`config.mk`:
```
export PLATFORM = sky130hd
export DESIGN_NAME = seg_display_ctrl
export DESIGN_NICKNAME = d
export VERILOG_FILES = /design/src/rtl/seg_display_ctrl.sv
export SDC_FILE = /design/constraint.sdc
export NUM_CORES = 1
export LEC_CHECK = 0
export CORE_MARGIN = 4
export CORE_UTILIZATION = 49
export CTS_CLUSTER_SIZE = 40
export DETAILED_ROUTE_END_ITERATION = 12
export PLACE_DENSITY = 0.83
export SYNTH_ARGS = -nofsm -noshare
export SYNTH_HDL_FRONTEND = slang
export SYNTH_SLANG_ARGS = --single-unit
```
`constraint.sdc`:
```
create_clock -name clk -period 1.3 [get_ports clk]
set_input_delay 0.26 -clock clk [delete_from_list [all_inputs] [get_ports clk]]
set_output_delay 0.26 -clock clk [all_outputs]
set_load 0.02 [all_outputs]
```
`src/rtl/seg_display_ctrl.sv`:
```
// Result-to-display sequencer: accepts one ALU result per handshake and converts it
// to packed BCD with a sequential double-dabble loop. It also selects the display mode
// and generates the digit-scan tick and digit index.
module seg_display_ctrl #(
    parameter int IND_ALU = 11,
    parameter int C_ALU   = 3,
    parameter int CNT     = 12
) (
    input  logic               clk,
    input  logic               rst_n,
    input  logic               res_valid,
    output logic               res_ready,
    input  logic [IND_ALU-1:0] res_data,
    input  logic               res_neg,
    input  logic               res_err,
    input  logic               res_dot,
    output logic [15:0]        bcd,
    output logic [C_ALU-1:0]   disp_mode,
    output logic               disp_upd,
    output logic               scan_tick,
    output logic [1:0]         scan_sel
);

    localparam int ITW = $clog2(IND_ALU);
    localparam logic [ITW-1:0]   LAST_ITER  = ITW'(IND_ALU - 1);
    localparam logic [C_ALU-1:0] MODE_PLAIN = C_ALU'(0);
    localparam logic [C_ALU-1:0] MODE_NEG   = C_ALU'(1);
    localparam logic [C_ALU-1:0] MODE_ERR   = C_ALU'(2);
    localparam logic [C_ALU-1:0] MODE_DOT   = C_ALU'(4);

    typedef enum logic [1:0] {IDLE, CONV, DONE} state_t;

    state_t             state;
    logic [IND_ALU-1:0] sr;
    logic [15:0]        acc;
    logic [15:0]        acc_adj;
    logic [ITW-1:0]     iter;
    logic               neg_q;
    logic               err_q;
    logic               dot_q;
    logic [CNT-1:0]     presc;

    always_comb begin
        acc_adj = acc;
        for (int unsigned i = 0; i < 4; i++) begin
            if (acc[4*i +: 4] >= 4'd5)
                acc_adj[4*i +: 4] = acc[4*i +: 4] + 4'd3;
        end
    end

    always_ff @(posedge clk or negedge rst_n) begin
        if (!rst_n) begin
            state     <= IDLE;
            res_ready <= 1'b1;
            sr        <= '0;
            acc       <= '0;
            iter      <= '0;
            neg_q     <= 1'b0;
            err_q     <= 1'b0;
            dot_q     <= 1'b0;
            bcd       <= '0;
            disp_mode <= MODE_PLAIN;
            disp_upd  <= 1'b0;
        end else begin
            disp_upd <= 1'b0;
            case (state)
                IDLE: begin
                    if (res_valid) begin
                        neg_q     <= res_neg;
                        err_q     <= res_err;
                        dot_q     <= res_dot;
                        res_ready <= 1'b0;
                        if (res_err) begin
                            state <= DONE;
                        end else begin
                            sr    <= res_data;
                            acc   <= '0;
                            iter  <= '0;
                            state <= CONV;
                        end
                    end
                end
                CONV: begin
                    {acc, sr} <= {acc_adj, sr} << 1;
                    iter      <= iter + ITW'(1);
                    if (iter == LAST_ITER)
                        state <= DONE;
                end
                DONE: begin
                    state     <= IDLE;
                    res_ready <= 1'b1;
                    disp_upd  <= 1'b1;
                    // A non-zero thousands digit means the magnitude exceeds 999,
                    // which cannot be shown next to the minus sign.
                    if (err_q || (neg_q && acc[15:12] != 4'd0)) begin
                        bcd       <= '0;
                        disp_mode <= MODE_ERR;
                    end else if (neg_q) begin
                        bcd       <= {4'd0, acc[11:0]};
                        disp_mode <= MODE_NEG;
                    end else begin
                        bcd       <= acc;
                        disp_mode <= dot_q ? MODE_DOT : MODE_PLAIN;
                    end
                end
                default: begin
                    state     <= IDLE;
                    res_ready <= 1'b1;
                end
            endcase
        end
    end

    always_ff @(posedge clk or negedge rst_n) begin
        if (!rst_n) begin
            presc     <= '0;
            scan_tick <= 1'b0;
            scan_sel  <= '0;
        end else begin
            presc     <= presc + CNT'(1);
            scan_tick <= (presc == '1);
            if (scan_tick)
                scan_sel <= scan_sel + 2'd1;
        end
    end

endmodule
```
==> run_results.csv, run 1 <==
group,metric,value,unit
setup_path,worstReg2RegEnd,"dot_q$_DFFE_PN0P_",
run_status,violations,"setup timing",
drt,first_pass_iters,7,
place,gp_congestion,0.814,
setup_path,timing.rr.start,"state[1]$_DFFE_PN0P_",
yosys,ys_types,34,
timing,fin_crit_sh,117,%
setup_path,reg2reg_slack,-220,ps
global_routing,grt_pass1_wl,13600,µm
cells_and_area,area_growth,53.2,%
timing,final-hold-violation-count,0,
cells_and_area,multiInputGateArea,1530,µm²
setup_path,worstPathMaxFanout,4,
power,powerDensity,2230,nW/µm²
timing,fmax,657,MHz
cts,cts_made_buffers,9,
timing,rsz0062_at_grt,"yes",
cells_and_area,drive_above_1_share,44.8,%
cts,cts-root-buf,"clkbuf_8",
cells_and_area,mostFrequentLayoutCell,"dfrtp_1",
setup_path,cp_top_family,"simple AND/OR/NAND/NOR gates",
yosys,ys_warn_count,0,
global_routing,grt_usage,23.3,%
drt,drt_iter0_drc,229,
timing,finClkSkew,12.8,ps
cts,path_clk_slew,80,ps
timing,slew-limit-headroom,74.0,%
floorplanning,fp-row-count,28,
cells_and_area,stdcell_count,463,
floorplanning,ios,41,
drt,drt-vias-per-instance,5.97,
floorplanning,dieHeight,87.8,µm
setup_path,cpMostUsedCell,"buf_6",
min_path,hold_class,"primary input to asynchronous set/reset pin",
power,leakage,0.00229,µW
floorplanning,die_width,87.8,µm
cts,htreeDepth,3,
timing,worstMarginPinSlew,390,ps
setup_path,required,1540,ps
cells_and_area,register_area,1810,µm²
global_routing,grt_max_degree,73,
floorplanning,initial_utilization,51.5,%
global_routing,overflow,0,
floorplanning,die-area,7710,µm²
setup_path,setup.worst_path.end_class,"flip-flop",
setup_path,critical-path-max-stage-delay,430,ps
setup_path,cp-start-kind,"flip-flop",
setup_path,path_class,"flip-flop to flip-flop",
cts,cts_tree,"done",
setup_path,crit_path_cell_trace,"buf_6 > or3b_4 > buf_6 > mux2_4",
run_status,status,"finished, violations left",
setup_path,worstRegToRegCells,4,
timing,drv_slew,0,
yosys,ys_seq_area_share,57.8,%
yosys,netlist_area,3120,µm²
yosys,syn_inst,274,
cts,clock_path_buffers,2,
drt,vias,2762,
cells_and_area,diodes,0,
setup_path,cp.depth,4,
setup_path,crit_end,"dot_q$_DFFE_PN0P_",
yosys,synth_seq_cells,72,
cells_and_area,mostFrequentLayoutCells,"dfrtp_1, buf_4, a22o_1",
drt,drc_errors,0,
yosys,avgSynthCellArea,11.4,µm²
setup_path,critPathBufInv,2,
drt,ant_nets,0,
cells_and_area,fillers,325,
power,ir_drop,1.34,mV
cells_and_area,fin_util,78.9,%
setup_path,worstSetupStartpoint,"state[1]$_DFFE_PN0P_",
timing,finalSetupTns,-7270,ps
drt,routedWlPerCell,20.8,µm
global_routing,grt_pass1_vias,2757,
setup_path,worstPathArrival,1770,ps
drt,finalWirelength,9630,µm
cts,clk_latency,360,ps
yosys,synth_fp_nets,302,
cts,numClockSinks,72,
timing,setup_viol_count_final,52,
setup_path,critPathSlowestCell,"or3b_4",
place,placedCellCount,422,
global_routing,antenna_found_initial,0,
job,max_cap_viol_count,0,
floorplanning,coreArea,6060,µm²
cells_and_area,final_nets,412,
place,hpwl,4550,µm
timing,layout_setup_ws,-222,ps
place,numPortBuffers,40,
timing,min_period,1520,ps
[synthesized netlist by cell type]
| library cell | count | area share, % |
|---|---|---|
| o21ai_0 | 14 | 2.2 |
| nor2_1 | 7 | 0.84 |
| or3b_1 | 1 | 0.28 |
| o311ai_1 | 4 | 1.1 |
| nor3_1 | 5 | 0.80 |
| a21oi_1 | 6 | 0.96 |
| dfstp_2 | 1 | 0.84 |
| buf_2 | 6 | 0.96 |
| dfrtp_1 | 71 | 57 |
| o211ai_1 | 1 | 0.24 |
| and3_1 | 2 | 0.40 |
| o21ai_1 | 2 | 0.32 |
| buf_4 | 3 | 0.72 |
| nand2b_1 | 6 | 1.2 |
| ha_1 | 11 | 4.4 |
| or3_1 | 1 | 0.20 |
| and4_1 | 2 | 0.56 |
| o22ai_1 | 1 | 0.20 |
| nand2_1 | 24 | 2.9 |
| nor3_2 | 1 | 0.32 |
| nand4_1 | 3 | 0.60 |
| nand3b_1 | 1 | 0.24 |
| a22o_1 | 19 | 5.3 |
| xnor2_1 | 13 | 3.7 |
| a31o_2 | 1 | 0.28 |
| nor2_4 | 1 | 0.36 |
| mux2_1 | 3 | 1.1 |
| nand3_1 | 15 | 2.4 |
| a222oi_1 | 10 | 3.2 |
| nor2b_1 | 2 | 0.40 |
| o31ai_1 | 3 | 0.72 |
| xor2_1 | 7 | 2.0 |
| clkbuf_1 | 3 | 0.36 |
| inv_1 | 24 | 2.9 |
[final cells by class]
class	instances	share of cell area, %
tap	75	1.96
multi-input combinational	167	32.0
clock inverter	3	0.890
inverter	24	1.99
clock buffer	12	3.04
sequential	72	37.8
timing repair buffer	110	22.4
[tightest hold or removal path, delay by kind of cell]
| family | cells | cell delay [ps] |
|---|---|---|
| buffers and inverters | 3 | 940 |
[logic make-up (layout without fill, tap and decap cells)]
family / count (synthesis) / count (layout) / share of synthesized area (%)
and+or+nand+nor: 71 / 72 / 11.5
DFF: 72 / 72 / 57.8
xor gates and xnor gates: 20 / 20 / 5.62
adders and majority gates: 11 / 11 / 4.41
buffers and inverters: 36 / 149 / 4.93
AOI/OAI and AO/OA: 61 / 61 / 14.6
muxes: 3 / 3 / 1.08
[how the worst min path moves through the flow]
stage	startpoint	end	slack (ps)
6_report	rst_n	bcd[15]$_DFFE_PN0P_	440
5_1_grt	rst_n	acc[13]$_DFFE_PN0P_	500
4_1_cts	rst_n	bcd[7]$_DFFE_PN0P_	470
3_5_place_dp	rst_n	bcd[14]$_DFFE_PN0P_	310
3_3_place_gp	rst_n	bcd[12]$_DFFE_PN0P_	310
2_1_floorplan	rst_n	acc[0]$_DFFE_PN0P_	-40
[where the power goes]
part	internal (µW)	switching [µW]
registers	2910	659
logic	2680	2620
clock network	927	846
[routing by layer]
metal	GRT usage, %	part of all wire, %	vias up
met2	38.8	51	141
li1	-	-	1193
met1	28.2	39	1401
met5	0	0	-
met4	14.6	2.8	0
met3	3.76	6.7	27
[registers in the layout, summed over array words and instances, names as in the netlist, 2 cells and up]
name       count
disp_mode      3
sr            11
state          2
presc         12
bcd           16
acc           16
iter           4
scan_sel       2
[metrics by stage]
stage / hold slack (ps) / total power [µW] / cell area, µm² / setup WS (ps)
2_1_floorplan: -35.6 / 5270 / 3150 / -66.9
3_3_place_gp: 312 / 6750 / 3960 / -438
3_5_place_dp: 313 / 6930 / 3960 / -493
4_1_cts: 471 / 9310 / 4490 / -206
5_1_grt: 502 / 11100 / 4780 / -252
6_report: 439 / 10600 / 4780 / -222
[timing repair]
action	in CTS	in global routing
gates resized for setup	119	64
buffers inserted	9	11
gates cloned	3	2
hold endpoints to repair	71	0
hold buffers	1	0
pin swaps	23	24
endpoints found under the setup margin	74	66
Power figures use the tool's default switching activity.
==> inputs of run 2 (changes only) <==
- GPL_TIMING_DRIVEN: default -> 0
==> run_results.csv, run 2 (synthesis gave the netlist of run 1 again) <==
group,metric,value,unit
setup_path,cpMostUsedCell,"buf_6",
cells_and_area,stdcell_count,444,
setup_path,worstRegToRegCells,5,
setup_path,crit_path_cell_trace,"buf_6 > buf_6 > nand2b_2 > clkbuf_8 > o31ai_1",
drt,finalWirelength,9090,µm
global_routing,grt_max_degree,73,
timing,fin_crit_sh,116,%
cts,clock_path_buffers,2,
cts,cts_made_buffers,9,
timing,slew-limit-headroom,40.5,%
run_status,violations,"hold timing, setup timing",
timing,rsz0062_at_grt,"yes",
timing,finClkSkew,7.30,ps
timing,worstMarginPinSlew,892,ps
setup_path,path_class,"flip-flop to flip-flop",
floorplanning,ios,41,
cts,cts_hold_buf,0,
cells_and_area,mostFrequentLayoutCell,"dfrtp_1",
global_routing,grt_usage,22.1,%
setup_path,timing.rr.start,"state[0]$_DFFE_PN0P_",
setup_path,reg2reg_slack,-210,ps
cts,cts_tree,"done",
timing,drv_slew,0,
place,placedCellCount,389,
cts,path_clk_slew,80,ps
place,place_area,3640,µm²
setup_path,critical-path-max-stage-delay,400,ps
drt,ant_nets,0,
setup_path,worstSetupStartpoint,"state[0]$_DFFE_PN0P_",
floorplanning,die_width,87.8,µm
cts,numClockSinks,72,
place,numPortBuffers,40,
power,powerDensity,2350,nW/µm²
setup_path,setup.worst_path.end_class,"flip-flop",
place,gp_congestion,0.865,
global_routing,overflow,0,
power,leakage,0.00218,µW
cells_and_area,mostFrequentLayoutCells,"dfrtp_1, buf_4, nand2_1",
floorplanning,die-area,7710,µm²
job,max_cap_viol_count,0,
setup_path,worstReg2RegEnd,"acc[8]$_DFFE_PN0P_",
cells_and_area,final_nets,392,
setup_path,critPathSlowestCell,"dfrtp_2",
cells_and_area,reg_top3,"acc: 16 flops, bcd: 16 flops, presc: 12 flops",
drt,routedWlPerCell,20.5,µm
setup_path,cp-start-kind,"flip-flop",
drt,drt-vias-per-instance,6.07,
cts,htreeDepth,3,
global_routing,grt_pass1_wl,12800,µm
timing,setup_viol_count_final,48,
cells_and_area,drive_above_1_share,38.5,%
cts,cts-root-buf,"clkbuf_8",
floorplanning,dieHeight,87.8,µm
place,hpwl,4220,µm
timing,finalSetupTns,-5950,ps
run_status,status,"finished, violations left",
cells_and_area,area_growth,43.5,%
setup_path,critPathBufInv,3,
setup_path,required,1530,ps
timing,final-hold-violation-count,4,
timing,min_period,1510,ps
power,ir_drop,1.38,mV
cts,clk_latency,350,ps
drt,drc_errors,0,
timing,layout_setup_ws,-210,ps
timing,hold_slack,-2.84,ps
floorplanning,coreArea,6060,µm²
setup_path,worstPathMaxFanout,10,
floorplanning,fp-row-count,28,
floorplanning,initial_utilization,51.5,%
cells_and_area,design_area,4480,µm²
place,post-place-ws,-638,ps
power,p_total,10500,µW
timing,fmax,662,MHz
cells_and_area,diodes,0,
drt,first_pass_iters,6,
setup_path,cp_top_family,"buffers and inverters",
drt,drt_iter0_drc,284,
min_path,hold_class,"primary input to asynchronous set/reset pin",
drt,vias,2695,
setup_path,worstPathArrival,1740,ps
global_routing,grt_pass1_vias,2577,
global_routing,antenna_found_initial,0,
[run 2: worst max-delay path by stage]
stage | end | slack (ps) | cells past startpoint
2_1_floorplan | sr[9]$_DFFE_PN0P_ | -70 | 6
3_3_place_gp | presc[6]$_DFF_PN0_ | -2370 | 1
3_5_place_dp | iter[1]$_DFFE_PN0P_ | -640 | 6
4_1_cts | sr[4]$_DFFE_PN0P_ | -160 | 6
5_1_grt | acc[8]$_DFFE_PN0P_ | -240 | 5
6_report | acc[8]$_DFFE_PN0P_ | -210 | 5
[run 2: final cells by class]
class / instances / area, µm²
Sequential cell: 72 / 1810
Fill cell: 348 / 1580
Multi-Input combinational cell: 166 / 1410
Timing Repair Buffer: 81 / 662
Clock inverter: 6 / 155
Clock buffer: 10 / 128
Buffer: 10 / 125
Tap cell: 75 / 93.8
Inverter: 24 / 92.6
[run 2: power by group]
part	internal [µW]	switching, µW
Clock	1660	865
Combinational	2140	2300
Sequential	2910	663
Total	6710	3820
[run 2: through the flow]
stage	hold slack [ps]	util (%)
2_1_floorplan	-35.6	-
3_3_place_gp	455	60.1
3_5_place_dp	438	60.1
4_1_cts	69.0	71.0
5_1_grt	91.1	73.9
6_report	-2.84	73.9
[run 2: per-layer routing]
metal | up-vias | track usage, % | wire [µm]
met2 | 143 | 37.3 | 4670
met5 | - | 0 | 0
met3 | 27 | 3.95 | 627
li1 | 1158 | - | -
met4 | 0 | 10.2 | 304
met1 | 1367 | 27.6 | 3490
[run 2: timing repair]
item,CTS,global route
endpoints found under the setup margin,78,78
buffers inserted,23,11
gates resized for setup,107,66
pin swaps,15,17
gates cloned,3,4
==> inputs of run 3 (changes only) <==
- CORE_UTILIZATION: 49 -> 45
- PLACE_DENSITY: 0.83 -> 0.75
- clock period: 1.3 -> 1.9 ns (I/O delays scaled with it)
==> run_results.csv, run 3 (synthesis gave the netlist of run 1 again) <==
group,metric,value,unit
setup_path,critical-path-max-stage-delay,600,ps
timing,worstMarginPinSlew,869,ps
power,p_total,5300,µW
setup_path,critPathBufInv,1,
floorplanning,ios,41,
drt,drc_errors,0,
floorplanning,fp-row-count,30,
cts,htreeDepth,3,
drt,routedWlPerCell,14.6,µm
cts,path_clk_slew,70,ps
cells_and_area,stdcell_count,410,
cts,postCtsResizedCells,0,
setup_path,critPathSlowestCell,"clkdlybuf4s50_1",
cts,numClockSinks,72,
place,placedCellCount,394,
global_routing,grt_pass1_vias,2173,
global_routing,grt_pass1_wl,10100,µm
floorplanning,die-area,8330,µm²
cells_and_area,mostFrequentLayoutCells,"dfrtp_1, clkdlybuf4s50_1, inv_1, nand2_1, a22o_1",
setup_path,cp-start-kind,"flip-flop",
cells_and_area,diodes,0,
global_routing,grt_usage,15.3,%
cts,cts-root-buf,"clkbuf_8",
setup_path,crit_path_cell_trace,"clkdlybuf4s50_1",
run_status,status,"complete, no violations",
place,numPortBuffers,40,
cts,clock_path_buffers,2,
cts,cts_hold_buf,0,
cts,clk_latency,340,ps
power,powerDensity,1400,nW/µm²
timing,slew-limit-headroom,42.1,%
drt,vias,2228,
global_routing,grt_max_degree,73,
power,leakage,0.00176,µW
min_path,hold_class,"primary input to asynchronous set/reset pin",
setup_path,worstPathArrival,1460,ps
floorplanning,die_width,91.3,µm
timing,min_period,1840,ps
drt,finalWirelength,5970,µm
cts,cts_made_buffers,9,
cells_and_area,reg_top3,"acc: 16 flops, bcd: 16 flops, presc: 12 flops",
cells_and_area,mostFrequentLayoutCell,"dfrtp_1",
timing,finClkSkew,6.77,ps
timing,setup_viol_count_final,0,
cells_and_area,area_growth,21.3,%
cells_and_area,final_nets,353,
place,gp_congestion,0.821,
global_routing,antenna_found_initial,0,
cts,cts_setup_buffers,0,
place,hpwl,4050,µm
timing,final-hold-violation-count,0,
cells_and_area,drive_above_1_share,8.18,%
timing,drv_slew,0,
cts,cts_tree,"done",
timing,rsz0062_at_grt,"no",
global_routing,overflow,0,
job,max_cap_viol_count,0,
setup_path,setup.worst_path.end_class,"output port",
setup_path,required,1520,ps
floorplanning,dieHeight,91.3,µm
setup_path,reg2reg_slack,210,ps
drt,first_pass_iters,5,
setup_path,path_class,"flip-flop to output port",
power,ir_drop,0.550,mV
floorplanning,coreArea,6760,µm²
timing,fmax,544,MHz
cells_and_area,fin_util,56.0,%
timing,fin_crit_sh,96.8,%
cells_and_area,fillers,555,
drt,drt-vias-per-instance,5.43,
setup_path,cp_top_family,"buffers and inverters",
floorplanning,initial_utilization,46.2,%
drt,ant_nets,0,
setup_path,worstPathMaxFanout,2,
drt,drt_iter0_drc,170,
run 3: through the flow:
step	hold slack (ps)	TNS, ps	setup slack (ps)	area (µm²)
floorplan	84.4	0	505	3120
global placement	457	-138860	-1930	3620
detailed placement	461	-1190	-117	3620
CTS	185	0	35.5	3780
global route	228	0	23.5	3780
finish	149	0	61.1	3780
run 3: layout make-up:
cell class                 count  area (µm²)  share of cell area [%]
clock buffer                  13         149                    3.94
multi-input combinational    166        1160                    30.7
tap                           80         100                    2.65
clock inverter                 3        17.5                   0.463
inverter                      24        90.1                    2.38
sequential                    72        1800                    47.7
buffer                        12        63.8                    1.69
timing repair buffer          40         398                    10.5
run 3: metal layers:
metal,routed length (µm),GRT usage [%]
met1,2850,19.9
met2,2730,23.1
met3,262,3.73
met4,124,9.17
met5,0,0
run 3: final timing paths:
path	from	to	depth (start not counted)
setup / recovery	res_ready$_DFFE_PN1P_	res_ready	1
hold / removal	rst_n	bcd[13]$_DFFE_PN0P_	1
setup reg to reg	state[0]$_DFFE_PN0P_	acc[1]$_DFFE_PN0P_	4
hold reg to reg	presc[5]$_DFF_PN0_	presc[5]$_DFF_PN0_	1
max in group asynchronous	rst_n	presc[6]$_DFF_PN0_	1
min in group clk	presc[5]$_DFF_PN0_	presc[5]$_DFF_PN0_	1
run 3: power by group:
| part | leakage (µW) | internal, µW | switching [µW] | total (µW) |
|---|---|---|---|---|
| combinational | 0.000735 | 853 | 1030 | 1890 |
| clock | 0.0000834 | 507 | 538 | 1050 |
| sequential | 0.000946 | 1990 | 378 | 2370 |
| total | 0.00176 | 3350 | 1950 | 5300 |
